--- src/rtl/mod_seq_ctrl_pkg.sv ---
// mod_seq_pkg: modulation and FSM encodings shared by the PN sequencer.
package mod_seq_pkg;
    typedef enum logic [1:0] {MODE_CW = 2'b00, MODE_ASK = 2'b01, MODE_FSK = 2'b10, MODE_BPSK = 2'b11} mode_e;
    typedef enum logic [1:0] {IDLE, LOAD, RUN, DRAIN} state_e;
endpackage

--- src/rtl/mod_seq_ctrl_if.sv ---
// mod_seq_ctrl_if: control-register, generator and DDS signals of the sequencer.
// n_frames exists only when FRAME_CNT_EN is defined.
interface mod_seq_ctrl_if
    import mod_seq_pkg::*;
#(
    parameter int DIV_W = 16,
    parameter int FW_W  = 32,
    parameter int PW_W  = 12
);
    logic start, stop, bit_in, lfsr_load, lfsr_en, amp_en, busy, frame_done;
    mode_e mode;
    logic [DIV_W-1:0] baud_div;
    logic [FW_W-1:0] fw_mark, fw_space, freq_word;
    logic [PW_W-1:0] phase_off;
`ifdef FRAME_CNT_EN
    logic [7:0] n_frames;
`endif
    modport master (
`ifdef FRAME_CNT_EN
        output n_frames,
`endif
        output start, stop, mode, baud_div, fw_mark, fw_space, bit_in,
        input  lfsr_load, lfsr_en, freq_word, phase_off, amp_en, busy, frame_done
    );
    modport slave (
`ifdef FRAME_CNT_EN
        input  n_frames,
`endif
        input  start, stop, mode, baud_div, fw_mark, fw_space, bit_in,
        output lfsr_load, lfsr_en, freq_word, phase_off, amp_en, busy, frame_done
    );
endinterface

--- src/rtl/mod_seq_ctrl_baud_tick_gen.sv ---
// baud_tick_gen: counts 0..div_i while enabled and ticks on the terminal count.
module baud_tick_gen #(
    parameter int DIV_W = 16
) (
    input  logic             clk,
    input  logic             reset_n,
    input  logic             clr_i,
    input  logic             en_i,
    input  logic [DIV_W-1:0] div_i,
    output logic             tick_o
);
    logic [DIV_W-1:0] cnt_q;
    assign tick_o = en_i && cnt_q == div_i;
    always_ff @(posedge clk or negedge reset_n)
        if (!reset_n) cnt_q <= '0;
        else if (clr_i) cnt_q <= '0;
        else if (en_i) cnt_q <= tick_o ? '0 : cnt_q + DIV_W'(1);
endmodule

--- src/rtl/mod_seq_ctrl.sv ---
// mod_seq_ctrl: paces the m-sequence generator and maps each PN bit onto DDS controls.
// Defining FRAME_CNT_EN adds an n_frames count that ends the run automatically.
module mod_seq_ctrl
    import mod_seq_pkg::*;
#(
    parameter int DIV_W  = 16,
    parameter int PERIOD = 7,
    parameter int FW_W   = 32,
    parameter int PW_W   = 12
) (
    input logic clk,
    input logic reset_n,
    mod_seq_ctrl_if.slave bus
);
    localparam int IDX_W = PERIOD > 1 ? $clog2(PERIOD) : 1;
    localparam logic [IDX_W-1:0] LAST_IDX = IDX_W'(PERIOD - 1);
    localparam logic [PW_W-1:0] PHASE_PI = {1'b1, {(PW_W-1){1'b0}}};
    state_e state_q, state_d;
    mode_e mode_q;
    logic [DIV_W-1:0] div_q;
    logic [FW_W-1:0] fw_mark_q, fw_space_q, freq_q;
    logic [PW_W-1:0] phase_q;
    logic [IDX_W-1:0] idx_q;
    logic amp_q, stop_q, en_d1_q, tick, accept, frame_end, auto_stop;
    assign accept         = state_q == IDLE && bus.start && !bus.stop;
    assign bus.lfsr_load  = state_q == LOAD;
    assign bus.busy       = state_q != IDLE;
    assign bus.lfsr_en    = tick && state_q == RUN;
    assign frame_end      = bus.lfsr_en && idx_q == LAST_IDX;
    assign bus.frame_done = frame_end;
    assign bus.freq_word  = freq_q;
    assign bus.phase_off  = phase_q;
    assign bus.amp_en     = amp_q;
    baud_tick_gen #(.DIV_W(DIV_W)) u_tick (
        .clk    (clk),
        .reset_n(reset_n),
        .clr_i  (state_q == LOAD),
        .en_i   (state_q == RUN || state_q == DRAIN),
        .div_i  (div_q),
        .tick_o (tick)
    );
`ifdef FRAME_CNT_EN
    logic [7:0] n_frames_q, frames_q;
    assign auto_stop = frame_end && n_frames_q != 8'd0 && frames_q + 8'd1 == n_frames_q;
    always_ff @(posedge clk or negedge reset_n)
        if (!reset_n) begin
            n_frames_q <= '0;
            frames_q   <= '0;
        end else if (accept) begin
            n_frames_q <= bus.n_frames;
            frames_q   <= '0;
        end else if (frame_end) frames_q <= frames_q + 8'd1;
`else
    assign auto_stop = 1'b0;
`endif
    // A stop seen during LOAD is held and takes effect at the first RUN tick.
    always_comb begin
        state_d = state_q;
        unique case (state_q)
            IDLE:    state_d = accept ? LOAD : IDLE;
            LOAD:    state_d = RUN;
            RUN:     state_d = (bus.stop || (stop_q && tick) || auto_stop) ? DRAIN : RUN;
            DRAIN:   state_d = tick ? IDLE : DRAIN;
            default: state_d = IDLE;
        endcase
    end
    always_ff @(posedge clk or negedge reset_n)
        if (!reset_n) begin
            state_q    <= IDLE;
            mode_q     <= MODE_CW;
            div_q      <= '0;
            fw_mark_q  <= '0;
            fw_space_q <= '0;
            idx_q      <= '0;
            stop_q     <= 1'b0;
            en_d1_q    <= 1'b0;
            freq_q     <= '0;
            phase_q    <= '0;
            amp_q      <= 1'b0;
        end else begin
            state_q <= state_d;
            en_d1_q <= bus.lfsr_en;
            if (accept) begin
                mode_q     <= bus.mode;
                div_q      <= bus.baud_div;
                fw_mark_q  <= bus.fw_mark;
                fw_space_q <= bus.fw_space;
                idx_q      <= '0;
                stop_q     <= 1'b0;
            end else begin
                if (state_q == LOAD && bus.stop) stop_q <= 1'b1;
                if (bus.lfsr_en) idx_q <= frame_end ? '0 : idx_q + IDX_W'(1);
            end
            // bit_in is valid the cycle after lfsr_en, so the DDS controls land two cycles after the tick.
            if (state_d == IDLE) begin
                freq_q  <= '0;
                phase_q <= '0;
                amp_q   <= 1'b0;
            end else if (en_d1_q) begin
                freq_q  <= (mode_q == MODE_FSK && !bus.bit_in) ? fw_space_q : fw_mark_q;
                phase_q <= (mode_q == MODE_BPSK && !bus.bit_in) ? PHASE_PI : '0;
                amp_q   <= mode_q != MODE_ASK || bus.bit_in;
            end
        end
endmodule

--- src/flat_wrapper.sv ---
// flat-port wrapper written by rule: the top's interface ports become plain ports
module mod_seq_ctrl_flat import mod_seq_pkg::*;
#(
    parameter int DIV_W  = 16,
    parameter int PERIOD = 7,
    parameter int FW_W   = 32,
    parameter int PW_W   = 12
)
  (clk, reset_n, bus_start, bus_stop, bus_mode, bus_baud_div, bus_fw_mark, bus_fw_space, bus_bit_in, bus_lfsr_load, bus_lfsr_en, bus_freq_word, bus_phase_off, bus_amp_en, bus_busy, bus_frame_done);
  mod_seq_ctrl_if #(.DIV_W(DIV_W), .FW_W(FW_W), .PW_W(PW_W)) bus_i ();
  input logic clk;
  input logic reset_n;
  input wire logic [$bits(bus_i.start)-1:0] bus_start;
  input wire logic [$bits(bus_i.stop)-1:0] bus_stop;
  input wire logic [$bits(bus_i.mode)-1:0] bus_mode;
  input wire logic [$bits(bus_i.baud_div)-1:0] bus_baud_div;
  input wire logic [$bits(bus_i.fw_mark)-1:0] bus_fw_mark;
  input wire logic [$bits(bus_i.fw_space)-1:0] bus_fw_space;
  input wire logic [$bits(bus_i.bit_in)-1:0] bus_bit_in;
  output wire logic [$bits(bus_i.lfsr_load)-1:0] bus_lfsr_load;
  output wire logic [$bits(bus_i.lfsr_en)-1:0] bus_lfsr_en;
  output wire logic [$bits(bus_i.freq_word)-1:0] bus_freq_word;
  output wire logic [$bits(bus_i.phase_off)-1:0] bus_phase_off;
  output wire logic [$bits(bus_i.amp_en)-1:0] bus_amp_en;
  output wire logic [$bits(bus_i.busy)-1:0] bus_busy;
  output wire logic [$bits(bus_i.frame_done)-1:0] bus_frame_done;
  assign bus_i.start = bus_start;
  assign bus_i.stop = bus_stop;
  assign bus_i.mode = bus_mode;
  assign bus_i.baud_div = bus_baud_div;
  assign bus_i.fw_mark = bus_fw_mark;
  assign bus_i.fw_space = bus_fw_space;
  assign bus_i.bit_in = bus_bit_in;
  assign bus_lfsr_load = bus_i.lfsr_load;
  assign bus_lfsr_en = bus_i.lfsr_en;
  assign bus_freq_word = bus_i.freq_word;
  assign bus_phase_off = bus_i.phase_off;
  assign bus_amp_en = bus_i.amp_en;
  assign bus_busy = bus_i.busy;
  assign bus_frame_done = bus_i.frame_done;
  mod_seq_ctrl #(.DIV_W(DIV_W), .PERIOD(PERIOD), .FW_W(FW_W), .PW_W(PW_W)) u_core (.clk(clk), .reset_n(reset_n), .bus(bus_i));
endmodule
--- config.mk ---
export PLATFORM = sky130hd
export DESIGN_NAME = mod_seq_ctrl_flat
export DESIGN_NICKNAME = d
export VERILOG_FILES = /design/src/rtl/mod_seq_ctrl_pkg.sv /design/src/rtl/mod_seq_ctrl_if.sv /design/src/rtl/mod_seq_ctrl_baud_tick_gen.sv /design/src/rtl/mod_seq_ctrl.sv /design/src/flat_wrapper.sv
export SDC_FILE = /design/constraint.sdc
export NUM_CORES = 1
export LEC_CHECK = 0
export ABC_AREA = 1
export BUFFER_PORTS_ARGS = -buffer_cell sky130_fd_sc_hd__buf_2
export CORE_ASPECT_RATIO = 1.2
export CORE_MARGIN = 2
export CORE_UTILIZATION = 40
export DETAILED_ROUTE_END_ITERATION = 10
export PLACE_DENSITY = 0.69
export SLEW_MARGIN = 20
export SYNTH_ARGS = -nofsm -noshare
export SYNTH_HDL_FRONTEND = slang
export SYNTH_HIERARCHICAL = 1
export SYNTH_SLANG_ARGS = --single-unit
--- constraint.sdc ---
create_clock -name clk -period 2.3 [get_ports clk]
set_input_delay 0.345 -clock clk [delete_from_list [all_inputs] [get_ports clk]]
set_output_delay 0.345 -clock clk [all_outputs]
set_load 0.03 [all_outputs]
Word-level counts from Yosys, hierarchy flattened
Index checks and enable logic that the tools add are counted.
{"block": "totals", "inputBits": 87, "output_inout_bits": 49, "wordCells": 63, "regBits": 150}
{"block": "op_classes", "eq_ne": 8, "n_addsub": 2, "muxes": 20, "n_reduce_logical": 21}
{"op": "$mux 32", "count": 3}
{"op": "$mux 16", "count": 3}
{"op": "$mux 12", "count": 3}
{"op": "$add 16x1->16 const B", "count": 1}
{"op": "$eq 16x16->1", "count": 1}
{"op": "$reduce_bool 2->1", "count": 5}
{"op": "$logic_and 1x1->1", "count": 9}
{"op": "$mux 3", "count": 3}
{"op": "$eq 2x2->1 const B", "count": 4}
{"op": "$pmux 2 s4", "count": 1}
{"op": "$mux 1", "count": 6}
{"op": "$logic_not 2->1", "count": 2}
{"op": "$add 3x1->3 const B", "count": 1}
{"op": "$eq 3x3->1 const B", "count": 1}
{"op": "$logic_or 1x1->1", "count": 3}
{"op": "$eq 2x1->1 const B", "count": 1}
{"op": "$logic_not 1->1", "count": 2}
{"op": "$mux 2", "count": 1}
{"op": "$ne 2x1->1 const B", "count": 1}

Depth between registers and ports, before layout
{"block": "depth", "word_depth": 9, "depth_mapped": 15, "mapped_depth_nobuf": 14}

Modules after synthesis
The synthesis kept the hierarchy.
{"mod": "mod_seq_ctrl", "seq_area_each_um2": 3078.0, "instances": 1, "area_each_um2": 5622.9, "cells_each": 693}
{"mod": "baud_tick_gen", "seq_area_each_um2": 400.4, "instances": 1, "area_each_um2": 1368.8, "cells_each": 227}

Worst setup path before layout
OpenSTA, ideal clock, no wires.
{"block": "synth_path", "path_type": "reg2out", "from": "reg u_core.state_q[1]", "to": "out bus_frame_done", "path_buffers": 1, "path_slack_ps": -219, "required_time_ps": 1955, "arrival_time_ps": 2174, "path_stages_with_launch": 12, "cell_sequence": "dfrtp_1 clkbuf_1 nand2_1 nor2_1 nand4_1 nor2_1 nand2_1 nor2_1 inv_1 nor2_1 nand3_1 inv_1"}
{"block": "synth_via", "elab_chain_len": 5, "elab_cells_between_ends": 6, "cone_classes": "eq/ne: 2; reduce/logical: 4"}
{"item": "from (decl)", "line_no": "mod_seq_ctrl.sv:18", "rtl": "state_e state_q, state_d;"}
{"item": "from (signal assigned)", "line_no": "mod_seq_ctrl.sv:81", "rtl": "state_q <= state_d;"}
{"item": "$eq 2x2->1", "line_no": "mod_seq_ctrl.sv:38", "rtl": ".en_i (state_q == RUN || state_q == DRAIN),"}
{"item": "$logic_or 1x1->1 *", "line_no": "mod_seq_ctrl.sv:38"}
{"item": "$logic_and 1x1->1 *", "line_no": "mod_seq_ctrl_baud_tick_gen.sv:13", "rtl": "assign tick_o = en_i && cnt_q == div_i;"}
{"item": "via u_core.tick", "line_no": "mod_seq_ctrl.sv:24", "rtl": "logic amp_q, stop_q, en_d1_q, tick, accept, frame_end, auto_stop;"}
{"item": "$logic_and 1x1->1 *", "line_no": "mod_seq_ctrl.sv:28", "rtl": "assign bus.lfsr_en = tick && state_q == RUN;"}
{"item": "via bus_lfsr_en", "line_no": "flat_wrapper.sv:21", "rtl": "output wire logic [$bits(bus_i.lfsr_en)-1:0] bus_lfsr_en;"}
{"item": "$logic_and 1x1->1 *", "line_no": "mod_seq_ctrl.sv:29", "rtl": "assign frame_end = bus.lfsr_en && idx_q == LAST_IDX;"}
{"item": "to (decl)", "line_no": "flat_wrapper.sv:26", "rtl": "output wire logic [$bits(bus_i.frame_done)-1:0] bus_frame_done;"}
The timed path passes the listed nets; every way through them passes the cells marked *.

Final worst setup path
{"block": "layout_path", "from": "reg u_core.u_tick.cnt_q[0]", "to": "out bus_frame_done"}
{"block": "layout_via", "elab_chain_len": 4}
{"item": "from (decl)", "line_no": "mod_seq_ctrl_baud_tick_gen.sv:12", "rtl": "logic [DIV_W-1:0] cnt_q;"}
{"item": "from (signal assigned)", "line_no": "mod_seq_ctrl_baud_tick_gen.sv:17", "rtl": "else if (en_i) cnt_q <= tick_o ? '0 : cnt_q + DIV_W'(1);"}
{"item": "$eq 16x16->1", "line_no": "mod_seq_ctrl_baud_tick_gen.sv:13"}
{"item": "$logic_and 1x1->1", "line_no": "mod_seq_ctrl_baud_tick_gen.sv:13"}
{"item": "via u_core.tick", "line_no": "mod_seq_ctrl.sv:24"}
{"item": "$logic_and 1x1->1", "line_no": "mod_seq_ctrl.sv:28"}
{"item": "$logic_and 1x1->1", "line_no": "mod_seq_ctrl.sv:29"}
The timed path passes the listed nets, and every way through them passes these cells.

==> metrics.csv <==
stage,metric,value,unit
timing,time the final worst path needs with I/O delays and setup,2340,ps
clock_network,Root Buffer,clkbuf_16,
run,# Max-Cap Violations,0,
pwr,Lkg Pwr,4.77,nW
die,Die Span Y,149,um
placement,routability-driven placement congestion ratio,0.877,
synthesis,netlist area before placement,6990,um^2
finish,share of final-layout standard cells stronger than drive strength 1,0.198,
synthesis,most frequent cell after synthesis,nand2_1,
placement,Inst Count DP,1239,
setup_path,"critical path fanouts, max",6,
setup_path,critical path startpoint category,register,
outcome,status,"complete, but fails checks",
timing,upper clock frequency limit,0.427,GHz
setup_path,startpoint of the most critical register-to-register path,u_core/u_tick/cnt_q[0],
setup_path,highest cell delay on the worst timing path,430,ps
routing,Post-Route WL,17700,um
global_route,initial antenna violation count,0,
placement,number of buffers inserted by port buffering,124,
setup_path,worst setup path startpoint,u_core/u_tick/cnt_q[0],
timing,final setup TNS,-49.7,ps
synthesis,syn avg cell area,7.60,um^2
setup_path,combined buffer and inverter count along the critical path,3,
clock_network,number of buffers added by the clock tree synthesis step,17,
synthesis,most used standard cells in the synthesized netlist,"328 x nand2_1, 146 x inv_1, 139 x dfrtp_1, 93 x nand3_1, 45 x o21ai_1",
finish,net total in the final layout,1142,
synthesis,distinct cell type count of the synthesized netlist,33,
finish,number of diodes,0,
setup_path,cell class contributing the biggest share of worst-path delay,simple AND/OR/NAND/NOR gates,
pwr,Power Density,1090,nW/um^2
global_route,pin count of the biggest net entering global routing,51,
timing,max_slew headroom,0.644,
timing,setup repair after global routing missed its margin,true,
synthesis,predominant post-synthesis flop cell,dfrtp_1,
synthesis,area fraction of the dominant cell type after synthesis,0.497,
synthesis,Synth Warn #,6,
die,standard-cell row count,52,
routing,residual DRC count,0,
global_route,via count of the first global-routing pass,5754,
timing,total of endpoints with negative setup slack in the final report,2,
worst_hold_path,type of the most critical hold path,in -> reg,
setup_path,cell-by-cell listing of the critical path,nor2_1 > nor3b_2 > nand3_1 > nor2_1 > nand2_1 > nor2_2 > inv_2 > nor2_4 > nand3_2 > inv_2 > buf_6,
synthesis,largest area contributor in the synthesized netlist,dfrtp_1,
synthesis,synthesis-stage register bit count,139,
setup_path,nature of the critical path endpoint,output pin,
clock_network,clock transition at the registers of the reported paths,60,ps
routing,Routed WL per cell,13.8,um
setup_path,worst setup path category,reg -> out,
timing,final critical-path share of the clock period,1.02,
synthesis,async set or reset register ratio after synthesis,1.00,
die,Die ar.,18600,um^2
finish,layout overhead on the synthesized area,22.0,%
clock_network,latest clock arrival within the worst-skew pair,420,ps
clock_network,H-tree depth,4,
synthesis,sequential-to-total area share from yosys stat,0.497,
placement,placed standard-cell area,7810,um^2
timing,final worst hold slack,120,ps
routing,vias post-DR,5959,
synthesis,number of synthesized flops with an enable pin,0,
timing,total count of max-transition violations in the final report,0,
die,I/O pin total,136,
routing,number of violations reported at the end of detailed-routing iteration 0,370,
synthesis,synthesized instance count,920,
die,initial cell density of the core,0.412,
pwr,largest voltage drop on the vdd net,0.000560,V
finish,final standard cell area without fillers,8530,um^2
timing,final worst clock skew,13.0,ps
setup_path,"Data required, critical path",1960,ps
timing,Worst Max-Slew Pin Slew,532,ps
routing,Routed Antenna Nets,0,
die,Horiz. Die Dim,125,um
global_route,total congestion overflow after global routing,0,
finish,Util after Layout,0.502,
setup_path,data arrival time of the critical path,2000,ps
global_route,All-Layer GR Usage,0.193,
clock_network,CTS sink cnt,139,
finish,non-filler instance count after layout,1279,
die,Std-Cell Core Area,17000,um^2
routing,DR pass1 iterations,7,
routing,post-DR vias/cell,4.66,
synthesis,cells taking the most area after synthesis,"dfrtp_1 50%, nand2_1 18%, inv_1 7.8%, nand3_1 6.7%, o21ai_1 3.2%",
setup_path,master of the slowest instance on the critical path,dfrtp_1,
placement,DPL Wire Length,12000,um
worst_hold_path,source of the worst hold timing path,bus_baud_div[12],
outcome,violated checks,setup timing,
global_route,wire length of the first global-routing pass,28600,um
clock_network,maximum count of clock buffers along a single path,2,
timing,hold violation total from the final report,0,
timing,min setup slack post-route,-40.3,ps
clock_network,TritonCTS clock tree,yes,
[layout make-up]
type                    count  area [um^2]
fillers                  1675         8450
well taps                 216          270
repair buffers            152          943
flip-flops and latches    139         3480
clock inverters            11          123
multi-input cells         594         2710
inverters                 148          558
clock buffers              19          453
[final timing paths]
kind / endpoint / slack [ps] / cells past startpoint
setup / recovery: bus_frame_done / -40 / 11
hold / removal: u_core/div_q[12] / 120 / 3
setup reg to reg: u_core/bus.freq_word[12] / 130 / 11
hold reg to reg: u_core/div_q[0] / 480 / 2
max in group asynchronous: u_core/idx_q[2] / 1220 / 3
min in group asynchronous: u_core/fw_space_q[19] / 450 / 2
[cells in the final DEF, fill, tap and decap left out, types with 3 or more instances in the layout]
cell type and count:
inv_2 3, inv_1 143, buf_6 4, nor2_1 39, ha_1 3, o21ai_0 26, dfrtp_1 139, clkbuf_16 17
xor2_1 8, nand2_2 5, nand3_1 92, nand2_1 325, nor2_2 8, nor2_4 4, buf_4 19, clkinvlp_4 4
buf_2 121, conb_1 11, nand4_1 6, o21ai_1 45, buf_12 7, clkinv_2 3, nor3_1 5
[tightest hold or removal path, delay by kind of cell]
| family | cells | cell delay [ps] |
|---|---|---|
| buffers and inverters | 1 | 80 |
| AND/OR/NAND/NOR | 2 | 80 |
[state kept, by name, indices dropped and copies added (netlist names)]
signal and flops:
u_core/bus.freq_word 32, u_core/fw_mark_q 32, u_core/fw_space_q 32, u_core/div_q 16, u_core/u_tick/cnt_q 16, u_core/idx_q 3, u_core/mode_q 2, u_core/state_q 2
u_core/bus.amp_en 1, u_core/bus.phase_off 1, u_core/en_d1_q 1, u_core/stop_q 1
[through the flow]
stage,total power [mW],setup slack (ps)
2_1_floorplan,5.70,17.4
3_3_place_gp,6.37,79.7
3_5_place_dp,6.45,-6.04
4_1_cts,9.20,-74.9
5_1_grt,9.98,-245
6_report,9.29,-40.3
[routing by layer]
layer	GRT usage	up-vias	wire, um
met1	0.246	2733	7830
li1	-	3050	-
met5	0	-	0
met3	0.0430	22	818
met2	0.325	154	8680
met4	0.0652	0	349
[what timing repair did]
item,in CTS,in global routing
buffers inserted,5,3
gates cloned,0,1
resized for setup,11,5
hold endpoints to repair,46,0
hold buffers,1,0
setup endpoints to repair,5,34
pin swaps,5,8
[where the power goes]
group | leakage [nW] | internal (mW) | switching [mW]
logic | 2.71 | 1.05 | 1.99
registers | 1.79 | 3.22 | 0.351
clock network | 0.273 | 1.64 | 1.04
total | 4.77 | 5.90 | 3.38
[cell families after synthesis]
logic type / count (synthesis) / synth area share
other cells: 1 / 0.000536
xor+xnor: 10 / 0.0125
compound gates: 76 / 0.0557
simple gates: 493 / 0.300
buf+inv: 198 / 0.128
flops: 139 / 0.497
fa+ha+maj: 3 / 0.00537
(Power assumes the default switching activity.)
